--- config.mk ---
export PLATFORM = sky130hd
export DESIGN_NAME = uart_tx_frame_ctrl_flat
export DESIGN_NICKNAME = d
export VERILOG_FILES = /design/src/rtl/uart_tx_pkg.sv /design/src/rtl/uart_tx_frame_ctrl_if.sv /design/src/rtl/uart_tx_serializer.sv /design/src/rtl/uart_tx_frame_ctrl.sv /design/src/flat_wrapper.sv
export SDC_FILE = /design/constraint.sdc
export NUM_CORES = 1
export LEC_CHECK = 0
export ABC_AREA = 1
export CORE_MARGIN = 2
export CORE_UTILIZATION = 49
export CTS_CLUSTER_DIAMETER = 50
export DETAILED_ROUTE_END_ITERATION = 7
export HOLD_SLACK_MARGIN = 0.08
export PLACE_DENSITY = 0.82
export SYNTH_ARGS = -nofsm -noshare
export SYNTH_HDL_FRONTEND = slang
export SYNTH_SLANG_ARGS = --single-unit
--- constraint.sdc ---
create_clock -name CLK -period 1.4 [get_ports CLK]
set_input_delay 0.28 -clock CLK [delete_from_list [all_inputs] [get_ports CLK]]
set_output_delay 0.28 -clock CLK [all_outputs]
set_load 0.02 [all_outputs]
--- src/rtl/uart_tx_pkg.sv ---
// UART TX shared definitions: FSM encoding and line levels.
// Also a counter-width helper for the serializer.
package uart_tx_pkg;

  typedef enum logic [2:0] {
    IDLE   = 3'd0,
    START  = 3'd1,
    DATA   = 3'd2,
    PARITY = 3'd3,
    STOP   = 3'd4
  } state_t;

  localparam logic IDLE_LVL  = 1'b1;
  localparam logic START_LVL = 1'b0;
  localparam logic STOP_LVL  = 1'b1;

  function automatic int cnt_w(input int w);
    return (w <= 2) ? 1 : $clog2(w);
  endfunction

endpackage

--- src/rtl/uart_tx_frame_ctrl_if.sv ---
// Parallel request side and serial line of the UART TX frame controller.
// The master drives words in; the slave drives the line and Busy.
interface uart_tx_frame_ctrl_if #(
  parameter int Data_WD = 8
);

  logic [Data_WD-1:0] P_DATA;
  logic               Data_Valid;
  logic               PAR_EN;
  logic               par_bit;
  logic               TX_OUT;
  logic               Busy;

  modport master (
    output P_DATA,
    output Data_Valid,
    output PAR_EN,
    output par_bit,
    input  TX_OUT,
    input  Busy
  );

  modport slave (
    input  P_DATA,
    input  Data_Valid,
    input  PAR_EN,
    input  par_bit,
    output TX_OUT,
    output Busy
  );

endinterface

--- src/rtl/uart_tx_serializer.sv ---
// Data shift register and bit counter for the UART TX data phase.
// ser_data is the bit the line must carry in the following cycle.
module uart_tx_serializer
  import uart_tx_pkg::*;
#(
  parameter int Data_WD = 8
) (
  input  logic               clk,
  input  logic               rst,
  input  logic               load,
  input  logic               shift_en,
  input  logic [Data_WD-1:0] data,
  output logic               ser_data,
  output logic               ser_done
);

  localparam int CW = cnt_w(Data_WD);
  localparam logic [CW-1:0] LAST = CW'(Data_WD - 1);

  logic [Data_WD-1:0] shift_q;
  logic [CW-1:0]      cnt_q;

  always_ff @(posedge clk) begin
    if (rst) begin
      shift_q <= '0;
      cnt_q   <= '0;
    end else if (load) begin
      shift_q <= data;
      cnt_q   <= '0;
    end else if (shift_en) begin
      shift_q <= {1'b0, shift_q[Data_WD-1:1]};
      if (cnt_q != LAST) begin
        cnt_q <= cnt_q + 1'b1;
      end
    end
  end

  // While shifting, the line register is loaded with the upcoming bit
  assign ser_data = shift_en ? shift_q[1] : shift_q[0];
  assign ser_done = shift_en && (cnt_q == LAST);

endmodule

--- src/rtl/uart_tx_frame_ctrl.sv ---
// UART TX frame controller: start, LSB-first data, optional parity, stop.
// TX_OUT and Busy are registered from next-state values.
module uart_tx_frame_ctrl
  import uart_tx_pkg::*;
#(
  parameter int Data_WD = 8
) (
  input  logic                 CLK,
  input  logic                 RST,
  uart_tx_frame_ctrl_if.slave  bus
);

  state_t state_q;
  state_t state_d;
  logic   par_en_q;
  logic   tx_q;
  logic   tx_d;
  logic   busy_q;
  logic   load;
  logic   shift_en;
  logic   ser_data;
  logic   ser_done;

  uart_tx_serializer #(
    .Data_WD (Data_WD)
  ) u_ser (
    .clk      (CLK),
    .rst      (RST),
    .load     (load),
    .shift_en (shift_en),
    .data     (bus.P_DATA),
    .ser_data (ser_data),
    .ser_done (ser_done)
  );

  always_ff @(posedge CLK) begin
    if (RST) begin
      state_q  <= IDLE;
      par_en_q <= 1'b0;
      tx_q     <= IDLE_LVL;
      busy_q   <= 1'b0;
    end else begin
      state_q <= state_d;
      tx_q    <= tx_d;
      busy_q  <= (state_d != IDLE);
      if (load) begin
        par_en_q <= bus.PAR_EN;
      end
    end
  end

  always_comb begin
    state_d  = state_q;
    load     = 1'b0;
    shift_en = 1'b0;
    unique case (state_q)
      IDLE: begin
        if (bus.Data_Valid) begin
          state_d = START;
          load    = 1'b1;
        end
      end
      START: state_d = DATA;
      DATA: begin
        shift_en = 1'b1;
        if (ser_done) begin
          state_d = par_en_q ? PARITY : STOP;
        end
      end
      PARITY: state_d = STOP;
      STOP:   state_d = IDLE;
      default: state_d = IDLE;
    endcase
  end

  // Line level for the cycle being entered
  always_comb begin
    tx_d = IDLE_LVL;
    unique case (1'b1)
      (state_d == START):  tx_d = START_LVL;
      (state_d == DATA):   tx_d = ser_data;
      (state_d == PARITY): tx_d = bus.par_bit;
      (state_d == STOP):   tx_d = STOP_LVL;
      default:             tx_d = IDLE_LVL;
    endcase
  end

  assign bus.TX_OUT = tx_q;
  assign bus.Busy   = busy_q;

endmodule
--- src/flat_wrapper.sv ---
// flat-port wrapper written by rule: the top's interface ports become plain ports
module uart_tx_frame_ctrl_flat import uart_tx_pkg::*;
#(
  parameter int Data_WD = 8
)
  (CLK, RST, bus_P_DATA, bus_Data_Valid, bus_PAR_EN, bus_par_bit, bus_TX_OUT, bus_Busy);
  uart_tx_frame_ctrl_if #(.Data_WD(Data_WD)) bus_i ();
  input  logic CLK;
  input  logic RST;
  input wire logic [$bits(bus_i.P_DATA)-1:0] bus_P_DATA;
  input wire logic [$bits(bus_i.Data_Valid)-1:0] bus_Data_Valid;
  input wire logic [$bits(bus_i.PAR_EN)-1:0] bus_PAR_EN;
  input wire logic [$bits(bus_i.par_bit)-1:0] bus_par_bit;
  output wire logic [$bits(bus_i.TX_OUT)-1:0] bus_TX_OUT;
  output wire logic [$bits(bus_i.Busy)-1:0] bus_Busy;
  assign bus_i.P_DATA = bus_P_DATA;
  assign bus_i.Data_Valid = bus_Data_Valid;
  assign bus_i.PAR_EN = bus_PAR_EN;
  assign bus_i.par_bit = bus_par_bit;
  assign bus_TX_OUT = bus_i.TX_OUT;
  assign bus_Busy = bus_i.Busy;
  uart_tx_frame_ctrl #(.Data_WD(Data_WD)) u_core (.CLK(CLK), .RST(RST), .bus(bus_i));
endmodule
; ---- After elaboration in Yosys (flattened, before gate mapping)
; Index checks and enable logic that the tools add are counted.
; Widths: inputs -> output; s select.
[word_totals]
out_inout_bits = 2
regBits = 17
mem_count = 0
inputBits = 13
word_cells = 32
romBits = 0
ramBits = 0
latchBits = 0
[op_classes]
reduce_logical = 6
add_sub_neg = 1
multipliers = 0
mux = 11
bitwise_logic = 0
n_eq_ne = 8
n_shift = 0
magnitude_cmp = 0
div = 0
[ops]
columns = op, count
row1 = $mux 8, 2
row2 = $eq 3x2->1 const B, 4
row3 = $pmux 3 s4, 1
row4 = $mux 3, 3
row5 = $eq 3x1->1 const B, 2
row6 = $mux 1, 4
row7 = $add 3x1->3 const B, 1
row8 = $eq 3x3->1 const B, 1
row9 = $logic_not 3->1, 1
row10 = $ne 3x3->1 const B, 1
row11 = $pmux 1 s3, 1
row12 = $reduce_bool 3->1, 1
row13 = $reduce_and 2->1, 1
row14 = $reduce_bool 2->1, 1
row15 = $reduce_or 2->1, 1
row16 = $logic_and 1x1->1, 1

; ---- Logic depth before layout (Yosys ltp)
; Gate-level depths: netlist of run 1.
[logic_depth]
ltp_word = 7
depth_mapped = 9
depth_no_buf = 9

; ---- Hierarchy
; Synthesis of run 1 repeated with hierarchy kept, for this count alone.
[unflattened]
cells_unflattened = 127
hier_area_um2 = 857.1
[modules_own_cells]
columns = module, instances, cells_each, area_each_um2, seq_area_each_um2
row1 = uart_tx_serializer, 1, 86, 574.3, 220.2
row2 = uart_tx_frame_ctrl, 1, 41, 282.8, 120.1

; ---- Worst setup path before layout of run 1
; Ideal clock, no wire load.
[synth_path]
path_type = reg-to-reg
from = register u_core.u_ser.cnt_q[0]
to = register u_core.u_ser.cnt_q[0]
stages_incl_launch_ff = 7
period_less_slack_ns = 1.238
arrival_ns = 1.168
setup_slack_ns = 0.162
required_time_ns = 1.330
setup_time_ns = 0.070
n_path_buf = 0
path_cell_list = dfxtp_1 -> ha_1 -> ha_1 -> inv_1 -> nand3_4 -> or2_0 -> a21oi_1
[synth_between]
elab_chain_cells = 2
elab_cells_between_ends = 3
cone_classes = add/sub (1) / eq/ne (1) / reduce/logical (1)
[synth_lines]
columns = item, line_no
row1 = "start, declared", uart_tx_serializer.sv:21  ; logic [CW-1:0] cnt_q;
row2 = "start signal, assigned", uart_tx_serializer.sv:33  ; cnt_q <= cnt_q + 1'b1;
row3 = "parallel branches: the longest is 2 deep, another holds $add 3x1->3", --
; Several ways; the timed one is not identified.
; A chain may end at the register's enable or synchronous reset.

; ---- Worst setup path after layout of run 1
; Ends and elaborated chain as after synthesis.

==> reports/qor.csv, run 1 <==
stage;metric;value;unit
placed_design;DP HPWL;1300;µm
grt;met1 Track Usage GR;23.6;%
timing;slew margin rel.;79.5;%
setup_path;Worst setup EP type;register;
placed_design;PortBufs;14;
clocking;clock slew seen by the registers of the worst setup and hold paths;90;ps
setup_path;Data required, critical path;1620;ps
grt;first-pass GRT wire length;2680;µm
pwr;total power;1.00;mW
route;DR WL/cell;11.0;µm
yosys;syn nets;125;
setup_path;worst path bufs/invs;1;
yosys;post-synth top area share;42.3;%
pwr;Pwr Density;976;nW/µm²
yosys;Synth Register Bits;17;
route;First-pass DRT Iterations;4;
yosys;top cell type by total area after synthesis;dfxtp_1;
clocking;Worst-Skew Late Latency;290;ps
clocking;Clock Path Buffers;2;
setup_path;Data arrival, critical path;1530;ps
setup_path;Critical-path top delay cell;dfxtp_2;
setup_path;CP Max Fanout;6;
grt;met2 capacity usage during global routing;28.1;%
timing;Least-Margin Pin Slew;308;ps
clocking;CTS H-tree lvls;1;
die;Die Wd;44.5;µm
pwr;LEAKAGE;0.480;nW
setup_path;critical path's largest stage delay;330;ps
layout;Fillers;133;
yosys;synthesized instance count;110;
worst_hold_path;class of the worst hold path;reg2reg;
grt;largest net degree at the start of global routing;11;
timing;Period minus WS final;1310;ps
clocking;total CTS buffers;3;
die;Core Area;1520;µm²
timing;Final Hold Fails;0;
setup_path;critical path class;reg2reg;
timing;max-slew violations;0;
grt;GRT met3 Usage;3.67;%
die;initial core utilization;52.8;%
route;Final ANT Viol Nets;0;
clocking;TritonCTS sink count;17;
clocking;hold buffers post-CTS;0;
timing;setup TNS;0;ps
route;# DRC;0;
timing;RSZ-0062 raised after global routing;false;
grt;GR peak layer;met2;
layout;share of layout cells above drive strength 1;15.0;%
timing;Final Skew;11.8;ps
timing;final setup violation count;0;
run;MaxCap Viol Count;0;
setup_path;crit path cell chain;ha_1 > ha_1 > inv_2 > nand3_4 > or2_0 > a21oi_1;
setup_path;Crit path max-delay family;adder cells;
route;DRC marker count from the first detailed-route iteration;11;
grt;gr usage total;18.4;%
clocking;CTS tree;built;
timing;Final Cycle Share;93.9;%
yosys;mapped cell area;805;µm²
placed_design;RD Place Congestion;0.851;
setup_path;CP startpoint kind;register;
grt;vias in the first global route;693;
grt;aggregate global routing overflow;0;
clocking;CTS Root Cell;clkbuf_4;
route;via count;737;
die;die area;1980;µm²
layout;Area Overhead vs Synth;27.8;%
setup_path;most used cell, CP;ha_1;
die;Die Height;44.5;µm
timing;upper clock frequency limit;0.761;GHz
yosys;post-synthesis cell type count;20;
grt;initial antenna violation count;0;
die;Rows;14;
layout;fin nets;149;
route;DRT Wirelength;1640;µm
yosys;Seq/Total Area, Yosys;42.3;%
die;I/O Pins;15;
yosys;ranking of synthesized cells by area;dfxtp_1, nand2_1, nand3_1;
yosys;Mean Syn Cell Area;7.31;µm²
outcome;run status;completed;
pwr;Max IR drop VDD;0.745;mV
yosys;total number of yosys warnings;0;
route;Vias/cell;4.95;
layout;n_diodes;0;
==> cells in the final DEF, fill, tap and decap left out, drive strengths merged <==
master         netlist  routed
or2                  1       1
nand3b               1       1
clkbuf               0       3
dlygate4sd2          0       2
o211ai               1       1
a21oi                8       8
o21ai                5       5
buf                  3       8
nand2               34      34
a31oi                3       3
nand3               15      15
clkdlybuf4s50        0      12
dfxtp               17      17
clkinv               0       1
inv                 15      15
nor2                 5       5
ha                   2       2
==> cell usage after synthesis (all sizes together) <==
cell    instances
a21oi           8
a31oi           3
buf             3
dfxtp          17
ha              2
inv            15
nand2          34
nand3          15
nand3b          1
nor2            5
o211ai          1
o21ai           5
or2             1
==> cell type report <==
type	instances	area, µm²	share of cell area, %
sequential	17	342	33.2
multi-input combinational	75	385	37.5
clock buffer	3	22.5	2.19
clock inverter	1	5.00	0.487
tap	16	20.0	1.95
timing repair buffer	22	198	19.2
inverter	15	56.3	5.47
==> metrics by stage <==
stage	setup slack [ps]	hold slack (ps)	instances	utilization (%)	cell area (µm²)
after floorplan	162	441	110	-	805
after detailed placement	-67.3	460	144	65.3	995
after global placement	-21.5	452	144	65.3	995
final	86.0	470	149	67.5	1030
after global routing	7.21	496	149	67.5	1030
after CTS	38.0	473	148	66.9	1020
==> path summary, 6_finish.rpt <==
| path | start | endpoint | slack, ps | cells after the start |
|---|---|---|---|---|
| worst max-delay path | u_core.u_ser.cnt_q[0] | u_core.u_ser.cnt_q[0] | 90 | 6 |
| worst min-delay path | u_core.u_ser.cnt_q[1] | u_core.u_ser.cnt_q[1] | 470 | 2 |
| worst max register to register | u_core.u_ser.cnt_q[0] | u_core.u_ser.cnt_q[0] | 90 | 6 |
| worst min register to register | u_core.u_ser.cnt_q[1] | u_core.u_ser.cnt_q[1] | 470 | 2 |
==> power breakdown <==
part           total (mW)  switching, mW  internal (mW)
clock               0.260          0.154          0.106
combinational       0.209          0.110         0.0993
sequential          0.535         0.0182          0.516
total                1.00          0.282          0.722
==> what timing repair did <==
action | CTS | global route
setup endpoints to repair | 2 | 3
pin swaps | 0 | 1
gates resized for setup | 2 | 2
buffers inserted | 0 | 1
==> cell families after synthesis <==
kind of cell,count (synthesis),share of synthesized area (%)
AOI/OAI and AO/OA,17,11.8
and+or+nand+nor,56,33.0
DFF,17,42.3
buffers and inverters,18,9.80
adders and majority gates,2,3.11
==> per-layer routing <==
metal  routed length (µm)  up-vias  share of wire, %
li1                     -      402                 -
met1                  796      321                49
met5                    0        -                 0
met2                  770       10                47
met3                   44        4               2.7
met4                   25        0               1.5
==> worst reg2reg max path: cells and delay by family, from the launching register on <==
| kind | cells | cell delay, ps |
|---|---|---|
| simple gates | 2 | 310 |
| fa+ha+maj | 2 | 400 |
| compound gates | 1 | 120 |
| flops | 1 | 330 |
| buf+inv | 1 | 90 |
==> state kept, by name (all words and copies together) (netlist names) <==
| signal | flops |
|---|---|
| u_core.u_ser.cnt_q | 3 |
| u_core.par_en_q | 1 |
| u_core.bus.Busy | 1 |
| u_core.u_ser.shift_q | 8 |
| u_core.bus.TX_OUT | 1 |
| u_core.state_q | 3 |
Note: power is estimated with default switching activity, not from simulation.
==> inputs of run 2 (changes only) <==
--- a/config.mk
+++ b/config.mk
@@ -6,7 +6,6 @@
 export NUM_CORES = 1
 export LEC_CHECK = 0
 export ABC_AREA = 1
-export CORE_MARGIN = 2
 export CORE_UTILIZATION = 49
 export CTS_CLUSTER_DIAMETER = 50
 export DETAILED_ROUTE_END_ITERATION = 7
==> reports/qor.csv, run 2 (same netlist as run 1, synthesis figures left out) <==
stage;metric;value;unit
placed_design;cell area after placement;995;µm²
layout;Design Area, Final;1020;µm²
grt;largest net degree at the start of global routing;11;
placed_design;Placed Instances;144;
layout;Area Overhead vs Synth;27.1;%
timing;Final Cycle Share;93.6;%
clocking;Worst-Skew Late Latency;300;ps
grt;initial antenna violation count;0;
route;DRC marker count from the first detailed-route iteration;23;
layout;share of layout cells above drive strength 1;14.4;%
route;Vias/cell;5.06;
route;DR WL/cell;12.5;µm
clocking;Clock Path Buffers;2;
setup_path;CP Max Fanout;3;
timing;final worst slack;89.6;ps
route;# DRC;0;
grt;aggregate global routing overflow;0;
setup_path;Worst setup EP type;register;
run;MaxCap Viol Count;0;
die;Rows;14;
outcome;run status;completed;
setup_path;Data required, critical path;1610;ps
placed_design;RD Place Congestion;0.843;
timing;max-slew violations;0;
clocking;hold buffers post-CTS;0;
timing;Period minus WS final;1310;ps
die;I/O Pins;15;
clocking;total CTS buffers;3;
pwr;Max IR drop VDD;0.544;mV
layout;commonest non-fill, non-tap cell in the layout;nand2_1;
timing;upper clock frequency limit;0.763;GHz
setup_path;Data arrival, critical path;1520;ps
layout;Top reg by flops;u_core.u_ser.shift_q;
timing;Final Hold Fails;0;
worst_hold_path;class of the worst hold path;reg2reg;
clocking;clock slew seen by the registers of the worst setup and hold paths;110;ps
route;Final ANT Viol Nets;0;
clocking;Post-CTS Resized;2;
layout;post-layout util;67.1;%
timing;Min Hold Slack;469;ps
layout;non-filler cells, final;148;
pwr;LEAKAGE;0.472;nW
layout;most frequent cells in the layout;nand2_1, dfxtp_1, nand3_1;
timing;Final Skew;1.69;ps
layout;fin nets;148;
clocking;CTS H-tree lvls;1;
placed_design;dpl ws;-91.6;ps
grt;vias in the first global route;721;
die;Core Area;1520;µm²
die;initial core utilization;52.8;%
die;Die Height;42.5;µm
layout;biggest regs;u_core.u_ser.shift_q: 8 flops, u_core.state_q: 3 flops, u_core.u_ser.cnt_q: 3 flops;
route;DRT Wirelength;1840;µm
grt;first-pass GRT wire length;2980;µm
die;Die Wd;42.5;µm
pwr;Pwr Density;1000;nW/µm²
die;die area;1810;µm²
setup_path;CP startpoint kind;register;
timing;setup TNS;0;ps
timing;RSZ-0062 raised after global routing;false;
pwr;total power;1.03;mW
clocking;TritonCTS sink count;17;
timing;slew margin rel.;79.2;%
timing;Least-Margin Pin Slew;312;ps
layout;n_diodes;0;
clocking;number of setup buffers added after CTS;0;
clocking;CTS tree;built;
placed_design;PortBufs;14;
route;via count;749;
setup_path;critical path class;reg2reg;
route;First-pass DRT Iterations;4;
clocking;CTS Root Cell;clkbuf_4;
placed_design;DP HPWL;1350;µm
grt;gr usage total;22.6;%
timing;final setup violation count;0;
layout;Fillers;129;
layout;Largest register FFs;8;
-- run 2: path summary, 6_finish.rpt --
kind                                            start                    end  slack (ps)  cells past startpoint
worst max-delay path            u_core.u_ser.cnt_q[0]        u_core.bus.Busy          90                      7
worst min-delay path            u_core.u_ser.cnt_q[1]  u_core.u_ser.cnt_q[1]         470                      2
worst max register to register  u_core.u_ser.cnt_q[0]        u_core.bus.Busy          90                      7
worst min register to register  u_core.u_ser.cnt_q[1]  u_core.u_ser.cnt_q[1]         470                      2
-- run 2: cell type report --
class	instances	area (µm²)	area share (%)
clock buffer	3	22.5	2.20
clock inverter	1	5.00	0.490
inverter	15	56.3	5.51
multi-input combinational	75	388	37.9
sequential	17	340	33.3
tap	16	20.0	1.96
timing repair buffer	21	190	18.6
-- run 2: power breakdown --
part | switching [mW] | internal (mW)
Combinational | 0.111 | 0.0970
Sequential | 0.0191 | 0.516
Clock | 0.175 | 0.107
-- run 2: critical path: stages (launching register included) --
cell	delay, ps
dfxtp_1	360
ha_1	160
ha_2	200
inv_2	60
o211ai_1	190
nand3_1	100
nand2_1	100
nand2_1	60
-- run 2: per-layer routing --
layer | GRT usage [%] | vias up | routed length [µm]
li1 | - | 397 | -
met5 | 0 | - | 0
met2 | 37.5 | 19 | 925
met4 | 13.1 | 0 | 38
met3 | 5.17 | 4 | 89
met1 | 26.3 | 329 | 790
